`src/rtl/uart_tx_periph_pkg.sv`:
```
// Shared register map, STATUS bit positions and transmitter state encoding.
// Address match helper compares word addresses only; byte-lane bits are ignored.
package uart_tx_periph_pkg;

  localparam logic [31:0] TXDATA_OFS = 32'd0;
  localparam logic [31:0] STATUS_OFS = 32'd4;
  localparam logic [31:0] CTRL_OFS   = 32'd8;

  localparam int ST_BUSY      = 0;
  localparam int ST_FULL      = 1;
  localparam int ST_EMPTY     = 2;
  localparam int ST_DONE      = 3;
  localparam int ST_OVF       = 4;
  localparam int ST_COUNT_LSB = 8;

  typedef enum logic [1:0] {
    IDLE  = 2'd0,
    START = 2'd1,
    DATA  = 2'd2,
    STOP  = 2'd3
  } tx_state_e;

  function automatic logic word_hit(input logic [31:0] addr,
                                    input logic [31:0] base,
                                    input logic [31:0] ofs);
    return (addr & ~32'h3) == ((base & ~32'h3) + ofs);
  endfunction

endpackage

```
`src/rtl/uart_tx_periph_fifo.sv`:
```
// Byte FIFO for the UART transmitter; push visible in count/dout one edge later.
// Push on full is dropped unless a pop happens in the same cycle.
module tx_fifo #(
  parameter int DEPTH = 4,
  parameter int WIDTH = 8
) (
  input  logic                       clk,
  input  logic                       reset,
  input  logic                       push,
  input  logic [WIDTH-1:0]           din,
  input  logic                       pop,
  output logic [WIDTH-1:0]           dout,
  output logic                       full,
  output logic                       empty,
  output logic [$clog2(DEPTH):0]     count
);

  localparam int PW = $clog2(DEPTH);
  localparam int CW = PW + 1;

  logic [WIDTH-1:0] mem [DEPTH];
  logic [PW-1:0]    wr_ptr;
  logic [PW-1:0]    rd_ptr;
  logic             do_push;
  logic             do_pop;

  assign full    = (count == CW'(DEPTH));
  assign empty   = (count == '0);
  assign do_pop  = pop && !empty;
  assign do_push = push && (!full || do_pop);
  assign dout    = mem[rd_ptr];

  always_ff @(posedge clk) begin
    if (do_push) mem[wr_ptr] <= din;
  end

  always_ff @(posedge clk or negedge reset) begin
    if (!reset) begin
      wr_ptr <= '0;
      rd_ptr <= '0;
      count  <= '0;
    end else begin
      if (do_push) wr_ptr <= wr_ptr + PW'(1);
      if (do_pop)  rd_ptr <= rd_ptr + PW'(1);
      case ({do_push, do_pop})
        2'b10:   count <= count + CW'(1);
        2'b01:   count <= count - CW'(1);
        default: count <= count;
      endcase
    end
  end

endmodule

```
`src/rtl/uart_tx_periph.sv`:
```
// Memory-mapped 8N1 UART transmitter: TX FIFO, baud/bit sequencer, status and irq.
// Line falls one edge after the FIFO goes non-empty; writes to a full FIFO set ovf.
module uart_tx_periph
  import uart_tx_periph_pkg::*;
#(
  parameter logic [31:0] BASE_ADDR    = 32'h40000030,
  parameter int          CLKS_PER_BIT = 2604,
  parameter int          FIFO_DEPTH   = 4
) (
  input  logic        clk,
  input  logic        reset,
  input  logic        rd,
  input  logic        wr,
  input  logic [31:0] addr,
  input  logic [31:0] wdata,
  output logic [31:0] rdata,
  output logic        irqout,
  output logic        UART_TX
);

  localparam int             BW          = $clog2(CLKS_PER_BIT);
  localparam int             CW          = $clog2(FIFO_DEPTH) + 1;
  localparam logic [BW-1:0]  BAUD_RELOAD = BW'(CLKS_PER_BIT - 1);

  tx_state_e       state;
  logic [BW-1:0]   baud_cnt;
  logic [2:0]      bit_idx;
  logic [7:0]      shift;
  logic            done, ovf, ien;

  logic            fifo_full, fifo_empty, fifo_pop, fifo_push;
  logic [7:0]      fifo_dout;
  logic [CW-1:0]   fifo_count;

  logic            hit_txdata, hit_status, hit_ctrl;
  logic            wr_txdata, wr_ctrl;
  logic            bit_end, frame_end, ovf_set;
  logic            unused_wdata;

  assign hit_txdata = word_hit(addr, BASE_ADDR, TXDATA_OFS);
  assign hit_status = word_hit(addr, BASE_ADDR, STATUS_OFS);
  assign hit_ctrl   = word_hit(addr, BASE_ADDR, CTRL_OFS);
  assign wr_txdata  = wr && hit_txdata;
  assign wr_ctrl    = wr && hit_ctrl;

  assign bit_end    = (baud_cnt == '0);
  assign frame_end  = (state == STOP) && bit_end;
  // Pop either from idle or at the end of a stop bit so frames run back to back.
  assign fifo_pop   = !fifo_empty && ((state == IDLE) || frame_end);
  assign fifo_push  = wr_txdata;
  assign ovf_set    = wr_txdata && fifo_full && !fifo_pop;

  assign unused_wdata = ^wdata[31:8];

  tx_fifo #(
    .DEPTH (FIFO_DEPTH),
    .WIDTH (8)
  ) u_fifo (
    .clk   (clk),
    .reset (reset),
    .push  (fifo_push),
    .din   (wdata[7:0]),
    .pop   (fifo_pop),
    .dout  (fifo_dout),
    .full  (fifo_full),
    .empty (fifo_empty),
    .count (fifo_count)
  );

  always_ff @(posedge clk or negedge reset) begin
    if (!reset) begin
      state    <= IDLE;
      baud_cnt <= '0;
      bit_idx  <= '0;
      shift    <= '0;
      UART_TX  <= 1'b1;
    end else begin
      case (state)
        IDLE: begin
          UART_TX <= 1'b1;
          if (fifo_pop) begin
            shift    <= fifo_dout;
            baud_cnt <= BAUD_RELOAD;
            state    <= START;
            UART_TX  <= 1'b0;
          end
        end
        START: begin
          if (bit_end) begin
            baud_cnt <= BAUD_RELOAD;
            bit_idx  <= '0;
            state    <= DATA;
            UART_TX  <= shift[0];
          end else begin
            baud_cnt <= baud_cnt - BW'(1);
          end
        end
        DATA: begin
          if (bit_end) begin
            baud_cnt <= BAUD_RELOAD;
            if (bit_idx == 3'd7) begin
              state   <= STOP;
              UART_TX <= 1'b1;
            end else begin
              bit_idx <= bit_idx + 3'd1;
              UART_TX <= shift[bit_idx + 3'd1];
            end
          end else begin
            baud_cnt <= baud_cnt - BW'(1);
          end
        end
        STOP: begin
          if (bit_end) begin
            if (fifo_pop) begin
              shift    <= fifo_dout;
              baud_cnt <= BAUD_RELOAD;
              state    <= START;
              UART_TX  <= 1'b0;
            end else begin
              state <= IDLE;
            end
          end else begin
            baud_cnt <= baud_cnt - BW'(1);
          end
        end
        default: state <= IDLE;
      endcase
    end
  end

  // Hardware set beats a software clear landing on the same edge.
  always_ff @(posedge clk or negedge reset) begin
    if (!reset) begin
      done <= 1'b0;
      ovf  <= 1'b0;
      ien  <= 1'b0;
    end else begin
      if (wr_ctrl) ien <= wdata[0];
      if (frame_end)                done <= 1'b1;
      else if (wr_ctrl && wdata[1]) done <= 1'b0;
      if (ovf_set)                  ovf  <= 1'b1;
      else if (wr_ctrl && wdata[2]) ovf  <= 1'b0;
    end
  end

  always_comb begin
    rdata = '0;
    if (rd) begin
      if (hit_status) begin
        rdata[ST_BUSY]               = (state != IDLE);
        rdata[ST_FULL]               = fifo_full;
        rdata[ST_EMPTY]              = fifo_empty;
        rdata[ST_DONE]               = done;
        rdata[ST_OVF]                = ovf;
        rdata[ST_COUNT_LSB +: CW]    = fifo_count;
      end else if (hit_ctrl) begin
        rdata[0] = ien;
      end
    end
  end

  assign irqout = ien && done;

endmodule
```
`config.mk`:
```
export PLATFORM = sky130hd
export DESIGN_NAME = uart_tx_periph
export DESIGN_NICKNAME = d
export VERILOG_FILES = /design/src/rtl/uart_tx_periph_pkg.sv /design/src/rtl/uart_tx_periph_fifo.sv /design/src/rtl/uart_tx_periph.sv
export SDC_FILE = /design/constraint.sdc
export NUM_CORES = 1
export LEC_CHECK = 0
export ABC_CLOCK_PERIOD_IN_PS = 3500
export CELL_PAD_IN_SITES_DETAIL_PLACEMENT = 1
export CELL_PAD_IN_SITES_GLOBAL_PLACEMENT = 2
export CORE_MARGIN = 4
export CORE_UTILIZATION = 31
export CTS_BUF_LIST = sky130_fd_sc_hd__clkbuf_16
export CTS_CLUSTER_SIZE = 30
export DETAILED_ROUTE_END_ITERATION = 10
export MAX_ROUTING_LAYER = met4
export PLACE_DENSITY_LB_ADDON = 0.1
export SLEW_MARGIN = 15
export SYNTH_ARGS = -nofsm -noshare
export SYNTH_HDL_FRONTEND = slang
export SYNTH_SLANG_ARGS = --single-unit
```
`constraint.sdc`:
```
create_clock -name clk -period 3.5 [get_ports clk]
set_clock_uncertainty 0.15 [all_clocks]
set_input_delay 0.35 -clock clk [delete_from_list [all_inputs] [get_ports clk]]
set_output_delay 0.35 -clock clk [all_outputs]
set_load 0.05 [all_outputs]
```
==> qor.log, run 1 <==
INFO  worst_setup_path crit_type=register to register
INFO  cells_and_area num-nets-final=443
INFO  placed_design  post-dp-hpwl=6.300mm
INFO  cells_and_area n_fill_cell=1250
INFO  synth          synth.cell_area=3607um^2
INFO  cells_and_area reg_area=1863um^2
INFO  worst_setup_path cp_max_fo=6
INFO  worst_setup_path r2r_start=baud_cnt[0]
INFO  run_status     outcome=finished, violations left
INFO  sta            worst-slew-pin-transition=853.0ps
INFO  worst_setup_path worstSetupEndpoint=u_fifo.count[2]
INFO  sta            maxClockFrequency=325.2MHz
INFO  placed_design  final_estimated_routing_congestion_in_global_placement=0.7862
INFO  synth          yosys.cell_types.count=55
INFO  power          power.density=468.1nW/um^2
INFO  worst_setup_path crit_required=3570ps
INFO  min_path       min-delay-path-class=input pin to async pin
INFO  sta            fin_crit_sh=0.8786
INFO  placed_design  placed_area=4323um^2
INFO  cts            cts_max_level=3
INFO  cts            post_cts.repair.setup_buffers=0
INFO  cts            tritoncts=yes
INFO  cts            cts_inserted_buffers=9
INFO  routing        drtIter0Drc=57
INFO  grt            antenna_found_initial=0
INFO  routing        wl=8.378mm
INFO  floorplan      io-pin-count=102
INFO  cells_and_area mostFrequentLayoutCells=43 x clkdlybuf4s50_1, 35 x dfrtp_1, 32 x edfxtp_1
INFO  grt            first_global_vias=2730
INFO  routing        route.vias.total=2525
INFO  cts            number_of_cells_upsized_or_downsized_after_cts=0
INFO  sta            timing.final.hold_violations=34
INFO  floorplan      core-area=11420um^2
INFO  floorplan      std_cell_rows=39
INFO  grt            groute.usage.overall=0.1384
INFO  cells_and_area layout_commonest_cell=clkdlybuf4s50_1
INFO  cells_and_area finish.utilization=0.4042
INFO  sta            setup_viol_count_final=0
INFO  power          max-vdd-ir-drop=0.3094mV
INFO  routing        route.detailed.vias_per_inst=4.961
INFO  worst_setup_path worstRegToRegCells=13
INFO  placed_design  port-buffer-count=51
INFO  routing        drc=0
INFO  synth          synthesis.area_per_instance=12.23um^2
INFO  synth          synth-edff-count=32
INFO  grt            grt_first_pass_wirelength=13.93mm
INFO  worst_setup_path crit_path_start=baud_cnt[0]
INFO  sta            finalWorstPathRequiredPeriod=3075ps
INFO  routing        post_drt_wl_per_cell=16.46um
INFO  cts            cts_root_buffer=clkbuf_16
INFO  cells_and_area multiInputGateArea=1567um^2
INFO  worst_setup_path critPathArrivalTime=3140ps
INFO  grt            congestion_overflow_gr=0
INFO  worst_setup_path start_kind=register
INFO  cts            cts.path.max_buffers=2
INFO  run_status     failing_checks=negative hold slack
INFO  sta            finalSetupTns=0ps
INFO  synth          synth.yosys.seq_area_share=0.5165
INFO  synth          synth-main-ff-cell=dfrtp_1
INFO  cts            cts.sinks=68
INFO  power          total_power=2161uW
INFO  cells_and_area post_route_design_area=4616um^2
INFO  run            cap_violations=0
INFO  cells_and_area syn2layout_area_growth=27.96%
INFO  floorplan      die_span_in_x=115.9um
INFO  sta            timing_max_transition_violations_final=0
INFO  worst_setup_path reg2reg_slack=430ps
INFO  cells_and_area antenna-diode-count=0
INFO  floorplan      die_height=115.9um
INFO  cells_and_area final_layout_size_suffix_gt1_frac=0.1694
INFO  floorplan      initial_core_util=0.3159
INFO  routing        antenna_violating_nets_left=0
INFO  worst_setup_path critPathCaptureType=register
INFO  power          cellLeakagePower=0.001806uW
INFO  sta            timing.hold.ws=-26.27ps
INFO  routing        detailedRoute.firstPassIterationCount=4
INFO  cts            cts.clk_slew.worst_paths=60ps
INFO  grt            grt_start_max_net_pins=37
INFO  synth          synthCells=295
INFO  sta            rsz0062_at_grt=false
INFO  synth          synth-warning-count=0
INFO  sta            slew_headroom=0.4314
INFO  cts            clock_insertion_delay_worst_skew=330ps
INFO  synth          synth_async_sr_flop_share=0.5294
INFO  worst_setup_path critical_path.reg2reg.endpoint=u_fifo.count[2]
INFO  cts            cts_hold_buf=0
INFO  floorplan      fp.dieArea=13430um^2
INFO  synth          synth.ff_latch_count=68
cells in the mapped netlist (3+ instances only):
cell type	number	share of area
dfrtp_1	35	0.24
edfxtp_1	32	0.27
buf_4	24	0.050
inv_1	17	0.018
nor2_1	15	0.016
a21oi_1	14	0.019
ha_1	13	0.045
nand2_1	13	0.014
mux2_2	12	0.037
and2_1	11	0.019
o21ai_0	11	0.015
mux4_2	10	0.062
nor3_1	10	0.014
nor4_1	10	0.017
o22a_1	5	0.012
nand3_1	4	0.0055
o22ai_1	4	0.0069
xor2_1	4	0.0097
a21o_1	3	0.0062
a31oi_1	3	0.0052
xnor2_1	3	0.0073
stage by stage:
stage          hold slack (ps)  instances  setup WS (ps)
2_1_floorplan           -95.59        318          490.8
3_3_place_gp             337.9        493          387.6
3_5_place_dp             348.7        493          381.3
4_1_cts                  15.73        509          388.0
5_1_grt                  58.00        509          150.4
6_report                -26.27        509          425.0
flip-flops by register name, summed over array words and instances, names as in the netlist:
signal and flops:
ien 1, state 2, baud_cnt 12, bit_idx 3, u_fifo.mem 32, done 1, shift 8, u_fifo.wr_ptr 2
UART_TX 1, u_fifo.rd_ptr 2, ovf 1, u_fifo.count 3
power breakdown:
| group | internal [uW] | switching, uW | total [uW] |
|---|---|---|---|
| clock network | 547 | 336 | 882 |
| logic | 154 | 152 | 306 |
| registers | 891 | 82.1 | 973 |
| total | 1590 | 569 | 2160 |
critical path, cell delays in order, from the launching register on:
cell	delay, ps
dfrtp_1	420
inv_1	80
ha_1	240
or4b_1	550
nor4_4	340
nor3_2	100
nor3b_4	210
inv_1	60
ha_1	200
inv_1	70
fa_1	170
xor2_1	160
nor2_1	70
xor2_1	140
layer usage:
| layer | wire length (um) | vias up | GRT usage |
|---|---|---|---|
| met3 | 403 | 16 | 0.03394 |
| met4 | 144 | 0 | 0.04872 |
| met2 | 3808 | 74 | 0.2091 |
| li1 | - | 1197 | - |
| met1 | 4022 | 1238 | 0.1818 |
| met5 | 0 | - | - |
logic make-up (layout without fill, tap and decap cells):
group | count (synthesis) | count (layout) | share of synthesized area
and+or+nand+nor | 79 | 79 | 0.1287
DFF | 68 | 68 | 0.5165
AOI/OAI and AO/OA | 56 | 56 | 0.1072
buffers and inverters | 46 | 94 | 0.07319
muxes | 24 | 24 | 0.1058
adders and majority gates | 14 | 14 | 0.05064
xor gates and xnor gates | 7 | 7 | 0.01700
other | 1 | 24 | 0.001040
worst min path at each step:
| stage | slack [ps] | startpoint | endpoint |
|---|---|---|---|
| 4_1_cts | 20 | reset | baud_cnt[0] |
| 6_report | -30 | reset | bit_idx[1] |
| 3_5_place_dp | 350 | shift[6] | shift[6] |
| 5_1_grt | 60 | reset | bit_idx[1] |
| 2_1_floorplan | -100 | reset | baud_cnt[0] |
| 3_3_place_gp | 340 | shift[6] | shift[6] |
final cells by class:
cell class / count / area share
Tap cell: 143 / 0.03876
Clock buffer: 9 / 0.04879
Multi-Input combinational cell: 204 / 0.3394
Timing Repair Buffer: 61 / 0.1410
Clock inverter: 7 / 0.01464
Inverter: 17 / 0.01382
Sequential cell: 68 / 0.4036
Power figures use the tool's default switching activity.
==> run 2: changes to the inputs <==
--- a/constraint.sdc
+++ b/constraint.sdc
@@ -3,3 +3,3 @@
 set_input_delay 0.35 -clock clk [delete_from_list [all_inputs] [get_ports clk]]
 set_output_delay 0.35 -clock clk [all_outputs]
-set_load 0.05 [all_outputs]
+set_load 0.02 [all_outputs]
==> run 2 against run 1 <==
  * Sequential power about the same
  * Critical path depth unchanged
  * Total power up 5.2%
  * Core utilization down 0.18 points
  * Routed wire length up 0.92%
  * Sequential cell count unchanged
  * The run still ends with negative hold slack left
  * Sequential share of layout area up 0.18 points
  * Global-route usage up 0.17 points
  * Register-to-register slack about the same
  * Critical endpoint unchanged
  * First-iteration DRC count up 110%
  * Via count down 0.59%
  * Worst setup slack worse by 14 ps
==> qor.log, run 2 (synthesized netlist as in run 1, its figures left out) <==
INFO  power          cellLeakagePower=0.001795uW
INFO  routing        drtIter0Drc=119
INFO  run_status     outcome=finished, violations left
INFO  floorplan      core-area=11420um^2
INFO  worst_setup_path cp_max_fo=6
INFO  sta            timing_max_transition_violations_final=0
INFO  floorplan      die_height=115.9um
INFO  placed_design  detailedPlace.worstSlack=356.4ps
INFO  routing        route.vias.total=2510
INFO  placed_design  port-buffer-count=51
INFO  cells_and_area num-nets-final=443
INFO  worst_setup_path critPathCaptureType=register
INFO  sta            setup_viol_count_final=0
INFO  worst_setup_path slowest_delay=540ps
INFO  grt            grt_first_pass_wirelength=13.83mm
INFO  worst_setup_path start_kind=register
INFO  cts            post_cts.repair.setup_buffers=0
INFO  sta            timing.hold.ws=-3.368ps
INFO  sta            fin_crit_sh=0.8824
INFO  grt            grt.met1_usage=0.1777
INFO  sta            finalWorstPathRequiredPeriod=3089ps
INFO  cts            cts_hold_buf=0
INFO  grt            congestion_overflow_gr=0
INFO  routing        detailedRoute.firstPassIterationCount=4
INFO  cts            cts.clk_slew.worst_paths=50ps
INFO  grt            use_met3=0.04804
INFO  placed_design  placed_area=4253um^2
INFO  worst_setup_path crit_required=3570ps
INFO  sta            worst-slew-pin-transition=895.0ps
INFO  sta            slew_headroom=0.4034
INFO  power          max-vdd-ir-drop=0.4317mV
INFO  worst_setup_path critical_path_buf_inv_count=3
INFO  routing        post_drt_wl_per_cell=16.61um
INFO  cells_and_area mostFrequentLayoutCells=50 x clkdlybuf4s50_1, 35 x dfrtp_1, 32 x edfxtp_1
INFO  cts            cts.path.max_buffers=2
INFO  grt            groute.usage.overall=0.1401
INFO  routing        wl=8.455mm
INFO  cts            cts.sinks=68
INFO  cells_and_area top_register=u_fifo.mem
INFO  worst_setup_path crit_type=register to register
INFO  run            cap_violations=0
INFO  worst_setup_path cpMaxStageDelayCell=or4b_1
INFO  worst_setup_path worstRegToRegCells=13
INFO  cts            cts_max_level=3
INFO  routing        antenna_violating_nets_left=0
INFO  placed_design  post-dp-hpwl=6.271mm
INFO  cts            number_of_cells_upsized_or_downsized_after_cts=0
INFO  cells_and_area syn2layout_area_growth=27.40%
INFO  cells_and_area post_route_design_area=4596um^2
INFO  sta            timing.final.hold_violations=11
INFO  floorplan      fp.dieArea=13430um^2
INFO  cells_and_area antenna-diode-count=0
INFO  cells_and_area flip_flop_count_of_the_largest_register_all_copies_and_words_added=32
INFO  floorplan      initial_core_util=0.3159
INFO  cells_and_area layout_commonest_cell=clkdlybuf4s50_1
INFO  grt            grt_start_max_net_pins=37
INFO  cts            cts_root_buffer=clkbuf_16
INFO  run_status     failing_checks=negative hold slack
INFO  power          total_power=2272uW
INFO  grt            first_global_vias=2684
INFO  cts            clock_insertion_delay_worst_skew=340ps
INFO  grt            antenna_found_initial=0
INFO  sta            rsz0062_at_grt=false
INFO  routing        route.detailed.vias_per_inst=4.931
INFO  grt            met2_resource_use_gr=0.2110
INFO  cts            tritoncts=yes
INFO  worst_setup_path cpLargestDelayFamily=simple AND/OR/NAND/NOR gates
INFO  cells_and_area reg.largest.list=u_fifo.mem: 32 flops, baud_cnt: 12 flops, shift: 8 flops
INFO  floorplan      die_span_in_x=115.9um
INFO  min_path       min-delay-path-class=input pin to async pin
INFO  worst_setup_path timing.critical_path.cells=inv_1 -> ha_1 -> or4b_1 -> nor4_4 -> nor3_2 -> nor3b_4 -> inv_1 -> ha_1 -> inv_1 -> fa_1 -> xor2_1 -> nor2_1 -> xor2_1
INFO  routing        drc=0
INFO  worst_setup_path worst_path_most_repeated_cell=inv_1
INFO  floorplan      io-pin-count=102
INFO  sta            finalSetupTns=0ps
INFO  cells_and_area n_fill_cell=1246
INFO  sta            postLayoutSetupSlackWorst=411.5ps
INFO  floorplan      std_cell_rows=39
INFO  cts            cts_inserted_buffers=9
INFO  worst_setup_path cp_num_cells=13
INFO  placed_design  final_estimated_routing_congestion_in_global_placement=0.8144
INFO  grt            grt_most_used_layer=met2
INFO  worst_setup_path critPathArrivalTime=3160ps
INFO  cells_and_area final_layout_size_suffix_gt1_frac=0.1530
INFO  sta            maxClockFrequency=323.8MHz
INFO  power          power.density=494.4nW/um^2
-- run 2: routing by layer --
metal | routed length, um | up-vias
li1 | - | 1196
met5 | 0 | -
met1 | 3975 | 1229
met2 | 3930 | 75
met4 | 102 | 0
met3 | 445 | 10
-- run 2: worst reg2reg max path, cell delays in order (launching register included) --
cell	delay, ps
dfrtp_1	430
inv_1	80
ha_1	250
or4b_1	550
nor4_4	340
nor3_2	100
nor3b_4	200
inv_1	60
ha_1	210
inv_1	70
fa_1	180
xor2_1	150
nor2_1	60
xor2_1	140
-- run 2: power breakdown --
part | total [uW] | leakage (uW) | internal [uW] | switching [uW]
Combinational | 266 | 0.000931 | 154 | 112
Sequential | 971 | 0.000701 | 891 | 80.5
Clock | 1040 | 0.000163 | 694 | 342
-- run 2: path summary, 6_finish.rpt --
| kind | start | to | slack (ps) |
|---|---|---|---|
| hold reg to reg | shift[7] | shift[7] | 350 |
| setup reg to reg | baud_cnt[0] | u_fifo.count[2] | 410 |
| min in group clk | shift[7] | shift[7] | 350 |
| max in group asynchronous | reset | u_fifo.count[0] | 2650 |
| setup / recovery | baud_cnt[0] | u_fifo.count[2] | 410 |
| hold / removal | reset | bit_idx[2] | -3 |
-- run 2: cell type report --
class | count | area, um^2 | share of cell area
clock buffers | 9 | 225.2 | 0.04901
inverters | 17 | 63.81 | 0.01389
repair buffers | 61 | 580.6 | 0.1263
well taps | 143 | 178.9 | 0.03893
multi-input cells | 204 | 1567 | 0.3409
clock inverters | 7 | 117.6 | 0.02559
flip-flops and latches | 68 | 1863 | 0.4054
-- run 2: stage by stage --
step / std cells / utilization
2_1_floorplan: 318 / -
3_3_place_gp: 493 / 0.3725
3_5_place_dp: 493 / 0.3725
4_1_cts: 509 / 0.4025
5_1_grt: 509 / 0.4025
6_report: 509 / 0.4025
==> run 3: changes to the inputs <==
Settings changed: CORE_UTILIZATION 31 to 41, DONT_BUFFER_PORTS set to 1.
==> run 3 against run 2 <==
  * The flow now finishes without violations
  * Core utilization grew 9.1 points
  * First-iteration DRC count shrank 34%
  * Die area shrank 23%
  * Register-to-register slack is essentially flat
==> qor.log, run 3 (synthesized netlist as in run 1, its figures left out) <==
INFO  run_status     outcome=finished clean
INFO  cells_and_area n_fill_cell=862
INFO  worst_setup_path critPathArrivalTime=3140ps
INFO  worst_setup_path start_kind=register
INFO  cells_and_area mostFrequentLayoutCells=35 x dfrtp_1, 32 x edfxtp_1, 24 x conb_1
INFO  floorplan      initial_core_util=0.4304
INFO  power          netSwitchingFraction=0.2573
INFO  placed_design  port-buffer-count=0
INFO  routing        drtIter0Drc=78
INFO  sta            rsz0062_at_grt=false
INFO  cells_and_area layout_commonest_cell=dfrtp_1
INFO  cts            cts_max_level=3
INFO  run            cap_violations=0
INFO  floorplan      std_cell_rows=33
INFO  power          p_seq_frac=0.459
INFO  placed_design  placed_area=3707um^2
INFO  power          cellLeakagePower=0.001646uW
INFO  cells_and_area final_std_cells_w_o_fill=432
INFO  routing        route.vias.total=2379
INFO  cts            cts_root_buffer=clkbuf_16
INFO  routing        wl=7.851mm
INFO  cts            cts_inserted_buffers=9
INFO  cts            cts.path.max_buffers=2
INFO  grt            grt_first_pass_wirelength=12.95mm
INFO  placed_design  detailedPlace.worstSlack=438.4ps
INFO  cts            clock_insertion_delay_worst_skew=330ps
INFO  floorplan      fp.dieArea=10360um^2
INFO  grt            grt_start_max_net_pins=37
INFO  sta            worst-slew-pin-transition=950.2ps
INFO  power          p_comb_frac=0.103
INFO  grt            antenna_found_initial=0
INFO  cells_and_area multiInputGateArea=1567um^2
INFO  routing        post_drt_wl_per_cell=18.17um
INFO  worst_setup_path cp_max_fo=6
INFO  cells_and_area antenna-diode-count=0
INFO  power          switchingPower=544.3uW
INFO  cells_and_area num-nets-final=404
INFO  routing        drc=0
INFO  sta            slew_headroom=0.3576
INFO  sta            finalSetupTns=0ps
INFO  grt            first_global_vias=2546
INFO  power          clock_power_share=0.438
INFO  worst_setup_path crit_required=3570ps
INFO  floorplan      die_height=101.8um
INFO  sta            setup_viol_count_final=0
INFO  cells_and_area reg.largest.list=u_fifo.mem: 32 flops, baud_cnt: 12 flops, shift: 8 flops
INFO  grt            congestion_overflow_gr=0
INFO  power          cell_internal_pwr=1571uW
INFO  sta            postLayoutSetupSlackWorst=422.8ps
INFO  cells_and_area flip_flop_count_of_the_largest_register_all_copies_and_words_added=32
INFO  floorplan      io-pin-count=102
INFO  routing        antenna_violating_nets_left=0
INFO  worst_setup_path critPathCaptureType=register
INFO  cts            tritoncts=yes
INFO  worst_setup_path crit_type=register to register
INFO  placed_design  final_estimated_routing_congestion_in_global_placement=0.7760
INFO  cts            cts.clk_slew.worst_paths=60ps
INFO  placed_design  dp_cells=405
INFO  cells_and_area syn2layout_area_growth=14.64%
INFO  cts            cts.sinks=68
INFO  cells_and_area reg_area=1863um^2
INFO  grt            groute.usage.overall=0.1694
INFO  sta            maxClockFrequency=325.0MHz
INFO  floorplan      die_span_in_x=101.8um
INFO  power          power.density=511.5nW/um^2
INFO  min_path       min-delay-path-class=input pin to register
INFO  sta            finalWorstPathRequiredPeriod=3077ps
INFO  sta            timing.final.hold_violations=0
INFO  sta            fin_crit_sh=0.8792
INFO  sta            timing_max_transition_violations_final=0
INFO  cells_and_area top_register=u_fifo.mem
INFO  cells_and_area final_layout_size_suffix_gt1_frac=0.1774
INFO  floorplan      core-area=8382um^2
INFO  routing        detailedRoute.firstPassIterationCount=4
INFO  power          total_power=2115uW
INFO  routing        route.detailed.vias_per_inst=5.507
INFO  cells_and_area post_route_design_area=4135um^2
INFO  power          max-vdd-ir-drop=0.2615mV
INFO  placed_design  post-dp-hpwl=5.653mm
-- run 3: changes by cell type in the layout (fill, tap and decap cells not counted), sizes merged, moves of 2 or more --
cell           before  now
bufinv              3    1
clkdlybuf4s50      50    0
clkinv              1    4
clkinvlp            2    0
dlygate4sd3         0   10
-- run 3: area by class of cell --
class | instances | area share
Sequential cell | 68 | 0.4505
Multi-Input combinational cell | 204 | 0.3788
Clock buffer | 9 | 0.05446
Timing Repair Buffer | 22 | 0.04902
Tap cell | 105 | 0.03177
Clock inverter | 7 | 0.01997
Inverter | 17 | 0.01543
-- run 3: path summary, 6_finish.rpt --
kind,from,end,slack (ps),cells past startpoint
max,baud_cnt[0],u_fifo.count[2],420,13
min,wdata[0],ien,10,1
max reg2reg,baud_cnt[0],u_fifo.count[2],420,13
min reg2reg,shift[7],shift[7],360,1
max in group asynchronous,reset,UART_TX,2580,2
min in group asynchronous,reset,shift[2],360,2
-- run 3: power groups by stage --
stage                     clock, uW  sequential (uW)  combinational, uW
after floorplan                   0              943                212
after global placement            0              988                192
after detailed placement          0              991                194
after CTS                       952              975                220
after global routing            997              985                243
final                           927              971                218
-- run 3: layer usage --
layer  track usage  vias to the layer above  routed length, um
li1              -                     1115                  -
met1        0.2160                     1174               3473
met2        0.2696                       82               3819
met3       0.04890                        8                488
met4       0.03681                        0                 70
met5             -                        -                  0
-- run 3: stage by stage --
step / hold slack (ps) / util
finish: 13.23 / 0.4934
global route: 9.482 / 0.4934
CTS: 3.237 / 0.4934
detailed placement: -93.79 / 0.4423
global placement: -94.11 / 0.4423
floorplan: -95.59 / -
-- run 3: repair_timing --
item	CTS	global route
hold endpoints to repair	69	0
hold buffers	11	0
buffers inserted	0	0
gates resized for setup	0	0
-- run 3: critical path: stages (launching register included) --
cell and delay (ps):
dfrtp_1 420, inv_1 70, ha_1 170, or4b_1 600, nor4_4 380, nor3_2 100
nor3b_4 210, inv_1 60, ha_1 200, inv_1 70, fa_1 170, xor2_1 150
nor2_1 70, xor2_1 140
==> RTL change 1 (flow settings as in run 2) <==
Change the parameter `FIFO_DEPTH` from 4 to 2.
--- a/src/rtl/uart_tx_periph.sv
+++ b/src/rtl/uart_tx_periph.sv
@@ -7,3 +7,3 @@
   parameter int          CLKS_PER_BIT = 2604,
-  parameter int          FIFO_DEPTH   = 4
+  parameter int          FIFO_DEPTH   = 2
 ) (
Formal check against the unedited RTL: not equivalent (a bounded check fails within 4 cycles, from zero or initial values and one cycle with reset low).
==> RTL change 1 against run 2 <==
Utilization is 0.13 points higher; count of clock-buffer cells in the layout is 4 lower; wire length decreased by 17%; synthesized area down 21%; setup slack gained 0.053 ns; design area fell by 23%; sequential cell count shrank 19; cell count shrank 15%; die area fell by 20%; non-clock buffer count shrank 4; critical path type is now primary input to output pin.
Power is not compared: it rests on default switching activity, and its combinational part moved more than twofold at a synthesized area within 25%.
==> RTL change 1: results (changes against run 2) <==
metric,value,unit,change
mux cell area share after synthesis,5.94,%,was 10.6%
Arrival @ worst endpoint,2.54,ns,was 3.16 ns
GP Congestion,0.775,,was 0.814
worst skew pair latency,0.29,ns,was 0.34 ns
Via-to-Cell Ratio,5.08,,was 4.93
Routed WL,6990,um,was 8460 um
ratio of cells with drive above 1 in the final layout,9.54,%,was 15.3%
placed insts,425,,was 493
CTS Buf Count,5,,was 9
vias in the first global route,2298,,"was 2,684"
Fillers,989,,"was 1,246"
Post-synth EDFFs,16,,was 32
IO buf count,50,,was 51
status,finished clean,,"was finished, violations left"
Final #Nets,401,,was 443
CTS H-tree lvls,2,,was 3
mean post-synth cell area,10.7,um^2,was 12.2 um^2
Via Count,2201,,"was 2,510"
"Seq/Total Area, Yosys",46.0,%,was 51.6%
Compound-Gate Fraction of Synth Area,14.3,%,was 10.7%
antenna violations before repair,0,,unchanged
XOR/XNOR Fraction of Synth Area,2.42,%,was 1.70%
Largest regs,"u_fifo.mem (16), baud_cnt (12), shift (8)",,"was u_fifo.mem (32), baud_cnt (12), shift (8)"
Initial DRC Count,73,,was 119
max incr delay on CP,0.61,ns,was 0.54 ns
largest net degree at the start of global routing,34,,was 37
Crit path max-delay family,buffers and inverters,,was simple AND/OR/NAND/NOR gates
DP HPWL,5400,um,was 6270 um
Synth area leaders,"dfrtp_1 (28%), edfxtp_1 (17%), buf_4 (6.6%), a21oi_1 (4.0%), ha_1 (4.0%)",,"was edfxtp_1 (27%), dfrtp_1 (24%), mux4_2 (6.2%), buf_4 (5.0%), ha_1 (4.5%)"
FF-to-FF path depth,9,,was 13
crit-path max FO,6,,unchanged
overall routing resource usage,13.8,%,was 14.0%
## RTL change 1: final cells by class
cell class,instances,share of cell area [%]
clock buffers,5,3.52
flip-flops and latches,49,36.8
inverters,10,1.06
well taps,108,3.80
multi-input cells,201,38.7
repair buffers,57,15.6
clock inverters,3,0.563
## RTL change 1: metrics by stage
stage               worst slack [ns]  total power, mW  hold WS (ns)  utilization, %  cell area [um^2]
floorplan                      0.821            0.668       -0.0956               -              2940
global placement               0.325            0.709         0.341            38.7              3410
detailed placement             0.317            0.711         0.346            38.7              3410
CTS                            0.385             1.20         0.351            40.4              3560
global route                   0.333             1.23         0.378            40.4              3560
finish                         0.465             1.18         0.325            40.4              3560
## RTL change 1: kinds of logic after synthesis
| logic type | count (synthesis) |
|---|---|
| simple gates | 84 |
| compound gates | 62 |
| flops | 49 |
| buf+inv | 41 |
| mux | 14 |
| fa+ha+maj | 9 |
| xor+xnor | 7 |
| other cells | 1 |
## RTL change 1: where the power goes
part / switching [mW] / internal (mW)
clock network: 0.220 / 0.265
registers: 0.00131 / 0.593
logic: 0.0547 / 0.0499
total: 0.276 / 0.908
## RTL change 1: per-layer routing
layer  track usage [%]  up-vias  wire length [um]
li1                  -     1051                 -
met1              18.0     1071              3270
met2              21.6       73              3260
met3              2.30        6               367
met4              4.94        0                96
met5                 -        -                 0
## RTL change 1: final timing paths
check	from	end	slack (ns)
hold / removal	reset	shift[3]$_DFFE_PN0P_	0.33
setup reg to reg	baud_cnt[0]$_DFF_PN0_	u_fifo.count[1]$_DFFE_PN0P_	0.61
min in group clk	done$_DFFE_PN0P_	done$_DFFE_PN0P_	0.36
hold reg to reg	done$_DFFE_PN0P_	done$_DFFE_PN0P_	0.36
setup / recovery	addr[26]	rdata[1]	0.46
max in group asynchronous	reset	UART_TX$_DFFE_PN1P_	2.51
==> RTL change 2 (config.mk and constraints of run 2) <==
Made on the original files. Add an input register stage for `rd`, `wr`, `addr` and `wdata`, without a reset; this delays them by one clock.
--- a/src/rtl/uart_tx_periph.sv
+++ b/src/rtl/uart_tx_periph.sv
@@ -24,2 +24,14 @@
 
+  logic rd_q;
+  logic wr_q;
+  logic [31:0] addr_q;
+  logic [31:0] wdata_q;
+
+  always_ff @(posedge clk) begin
+    rd_q    <= rd;
+    wr_q    <= wr;
+    addr_q  <= addr;
+    wdata_q <= wdata;
+  end
+
   tx_state_e       state;
@@ -39,7 +51,7 @@
 
-  assign hit_txdata = word_hit(addr, BASE_ADDR, TXDATA_OFS);
-  assign hit_status = word_hit(addr, BASE_ADDR, STATUS_OFS);
-  assign hit_ctrl   = word_hit(addr, BASE_ADDR, CTRL_OFS);
-  assign wr_txdata  = wr && hit_txdata;
-  assign wr_ctrl    = wr && hit_ctrl;
+  assign hit_txdata = word_hit(addr_q, BASE_ADDR, TXDATA_OFS);
+  assign hit_status = word_hit(addr_q, BASE_ADDR, STATUS_OFS);
+  assign hit_ctrl   = word_hit(addr_q, BASE_ADDR, CTRL_OFS);
+  assign wr_txdata  = wr_q && hit_txdata;
+  assign wr_ctrl    = wr_q && hit_ctrl;
 
@@ -52,3 +64,3 @@
 
-  assign unused_wdata = ^wdata[31:8];
+  assign unused_wdata = ^wdata_q[31:8];
 
@@ -61,3 +73,3 @@
     .push  (fifo_push),
-    .din   (wdata[7:0]),
+    .din   (wdata_q[7:0]),
     .pop   (fifo_pop),
@@ -137,7 +149,7 @@
     end else begin
-      if (wr_ctrl) ien <= wdata[0];
+      if (wr_ctrl) ien <= wdata_q[0];
       if (frame_end)                done <= 1'b1;
-      else if (wr_ctrl && wdata[1]) done <= 1'b0;
+      else if (wr_ctrl && wdata_q[1]) done <= 1'b0;
       if (ovf_set)                  ovf  <= 1'b1;
-      else if (wr_ctrl && wdata[2]) ovf  <= 1'b0;
+      else if (wr_ctrl && wdata_q[2]) ovf  <= 1'b0;
     end
@@ -147,3 +159,3 @@
     rdata = '0;
-    if (rd) begin
+    if (rd_q) begin
       if (hit_status) begin
Behaviour: not the same (a bounded check fails within 4 cycles, from zero or initial values and one cycle with reset low).
==> RTL change 2 against run 2 <==
Wire length increased by 7.9%; sequential share of layout area increased by 9.3 points; highest routed layer unchanged; die area increased by 20%; design area increased by 16%; synthesized area increased by 21%; critical endpoint is now rdata[1]; sequential cell count increased by 40; utilization decreased by 1.6 points; setup slack got worse by 0.15 ns.
Power is not compared: it rests on default switching activity, and its combinational part moved more than twofold at a synthesized area within 25%.
==> RTL change 2: results (changes against run 2) <==
metric,value,unit,change
status,finished clean,,"was finished, violations left"
max incr delay on CP,0.60,ns,was 0.54 ns
Crit path max-delay family,simple AND/OR/NAND/NOR gates,,unchanged
Arrival @ worst endpoint,2.74,ns,was 3.16 ns
Fillers,1468,,"was 1,246"
Compound-Gate Fraction of Synth Area,8.69,%,was 10.7%
cts hold-fix bufs,1,,was 0
DP Area,0.00501,mm^2,was 0.00425 mm^2
pwr/cell area,466,mW/mm^2,
First-pass DRT Iterations,4,,unchanged
most common library cells after synthesis,"dfxtp_1 (40), dfrtp_1 (35), edfxtp_1 (32)",,"was dfrtp_1 (35), edfxtp_1 (32), buf_4 (24)"
IO buf count,51,,unchanged
Max-slew headroom,33.3,%,was 40.3%
Post-synth EDFFs,32,,unchanged
Worst-path clk slew,0.07,ns,was 0.05 ns
Routed WL,9120,um,was 8460 um
HP Class,primary input to flip-flop,,was primary input to asynchronous set/reset pin
XOR/XNOR Fraction of Synth Area,1.40,%,was 1.70%
first-pass GRT wire length,14800,um,"was 13,800 um"
Final #Nets,475,,was 443
DP HPWL,6550,um,was 6270 um
"Seq/Total Area, Yosys",60.9,%,was 51.6%
Via Count,2672,,"was 2,510"
CTS H-tree lvls,3,,unchanged
GP Congestion,0.725,,was 0.814
Slowest cell on crit path,clkdlybuf4s50_1,,was or4b_1
Synth area leaders,"edfxtp_1 (22%), dfrtp_1 (20%), dfxtp_1 (18%), mux4_2 (5.1%), buf_4 (4.1%)",,"was edfxtp_1 (27%), dfrtp_1 (24%), mux4_2 (6.2%), buf_4 (5.0%), ha_1 (4.5%)"
crit-path max FO,6,,unchanged
vias in the first global route,2855,,"was 2,684"
Largest regs,"u_fifo.mem (32), addr_q (30), baud_cnt (12)",,"was u_fifo.mem (32), baud_cnt (12), shift (8)"
ratio of cells with drive above 1 in the final layout,13.1,%,was 15.3%
maximum clock path buffer count,2,,unchanged
Initial DRC Count,128,,was 119
post-synthesis adder-cell area fraction,4.18,%,was 5.06%
Async SR Flop Fraction,33.3,%,was 52.9%
mux cell area share after synthesis,8.44,%,was 10.6%
Cell variety after synth,57,,was 55
ant diodes,0,,unchanged
Peak VDD IR,363,uV,
overall routing resource usage,12.1,%,was 14.0%
RTL change 2: cell count changes in the layout (fill, tap and decap cells not counted), sizes merged, moves of 3 or more:
cell   change
dfxtp     +40
o22ai      -3
o22a       -3
buf        -7
xor2       -3
xnor2      +3
o21ai      +9
nor3       -5
nand2      +5
RTL change 2: area by class of cell:
| class | count | area (um^2) | share of cell area [%] |
|---|---|---|---|
| clock buffers | 10 | 250 | 4.68 |
| clock inverters | 6 | 73.8 | 1.38 |
| inverters | 12 | 45.0 | 0.843 |
| repair buffers | 55 | 538 | 10.1 |
| multi-input cells | 207 | 1550 | 28.9 |
| flip-flops and latches | 108 | 2660 | 49.9 |
| well taps | 180 | 225 | 4.22 |
RTL change 2: routing by layer:
metal | track usage, % | share of wire, %
met1 | 15.3 | 47
met2 | 19.1 | 48
met3 | 3.24 | 3.7
met4 | 3.79 | 1.4
met5 | - | 0
RTL change 2: kinds of logic after synthesis:
logic type	count (synthesis)
buffers and inverters	41
flip-flops	108
AND/OR/NAND/NOR	81
adder cells (fa/ha/maj)	14
other	1
XOR/XNOR	7
AO/OA/AOI/OAI	58
multiplexers	23
RTL change 2: final timing paths:
kind,start,end,slack (ns),cells after the start
min reg2reg,wdata_q[3]$_DFF_P_,u_fifo.mem[2][3]$_DFFE_PP_,0.33,0
max in group asynchronous,reset,u_fifo.count[2]$_DFFE_PN0P_,2.15,2
min,addr[4],addr_q[4]$_DFF_P_,0.29,1
min in group asynchronous,reset,bit_idx[2]$_DFFE_PN0P_,0.52,2
max reg2reg,baud_cnt[0]$_DFF_PN0_,u_fifo.mem[2][7]$_DFFE_PP_,0.63,6
max,addr_q[4]$_DFF_P_,rdata[1],0.26,7
RTL change 2: worst register-to-register path, cell delays in order, from the launching register on:
cell and delay (ns):
dfrtp_1 0.43, inv_1 0.12, ha_1 0.15, nor4b_2 0.45, nand4_2 0.30, a211oi_4 0.44
and2_1 0.48
RTL change 2: power by group through the flow:
stage                     combinational, mW  clock, mW  sequential (mW)
after global placement               0.0796          0             1.35
after global routing                 0.0868       1.18             1.33
after CTS                            0.0810       1.13             1.33
after detailed placement             0.0800          0             1.36
after floorplan                      0.0462          0             1.35
final                                0.0800       1.08             1.33
RTL change 2: metrics by stage:
step | setup WS, ns | std cells
final | 0.260 | 578
after global routing | 0.00960 | 578
after CTS | 0.152 | 578
after detailed placement | 0.548 | 561
after global placement | 0.559 | 561
after floorplan | 0.978 | 356
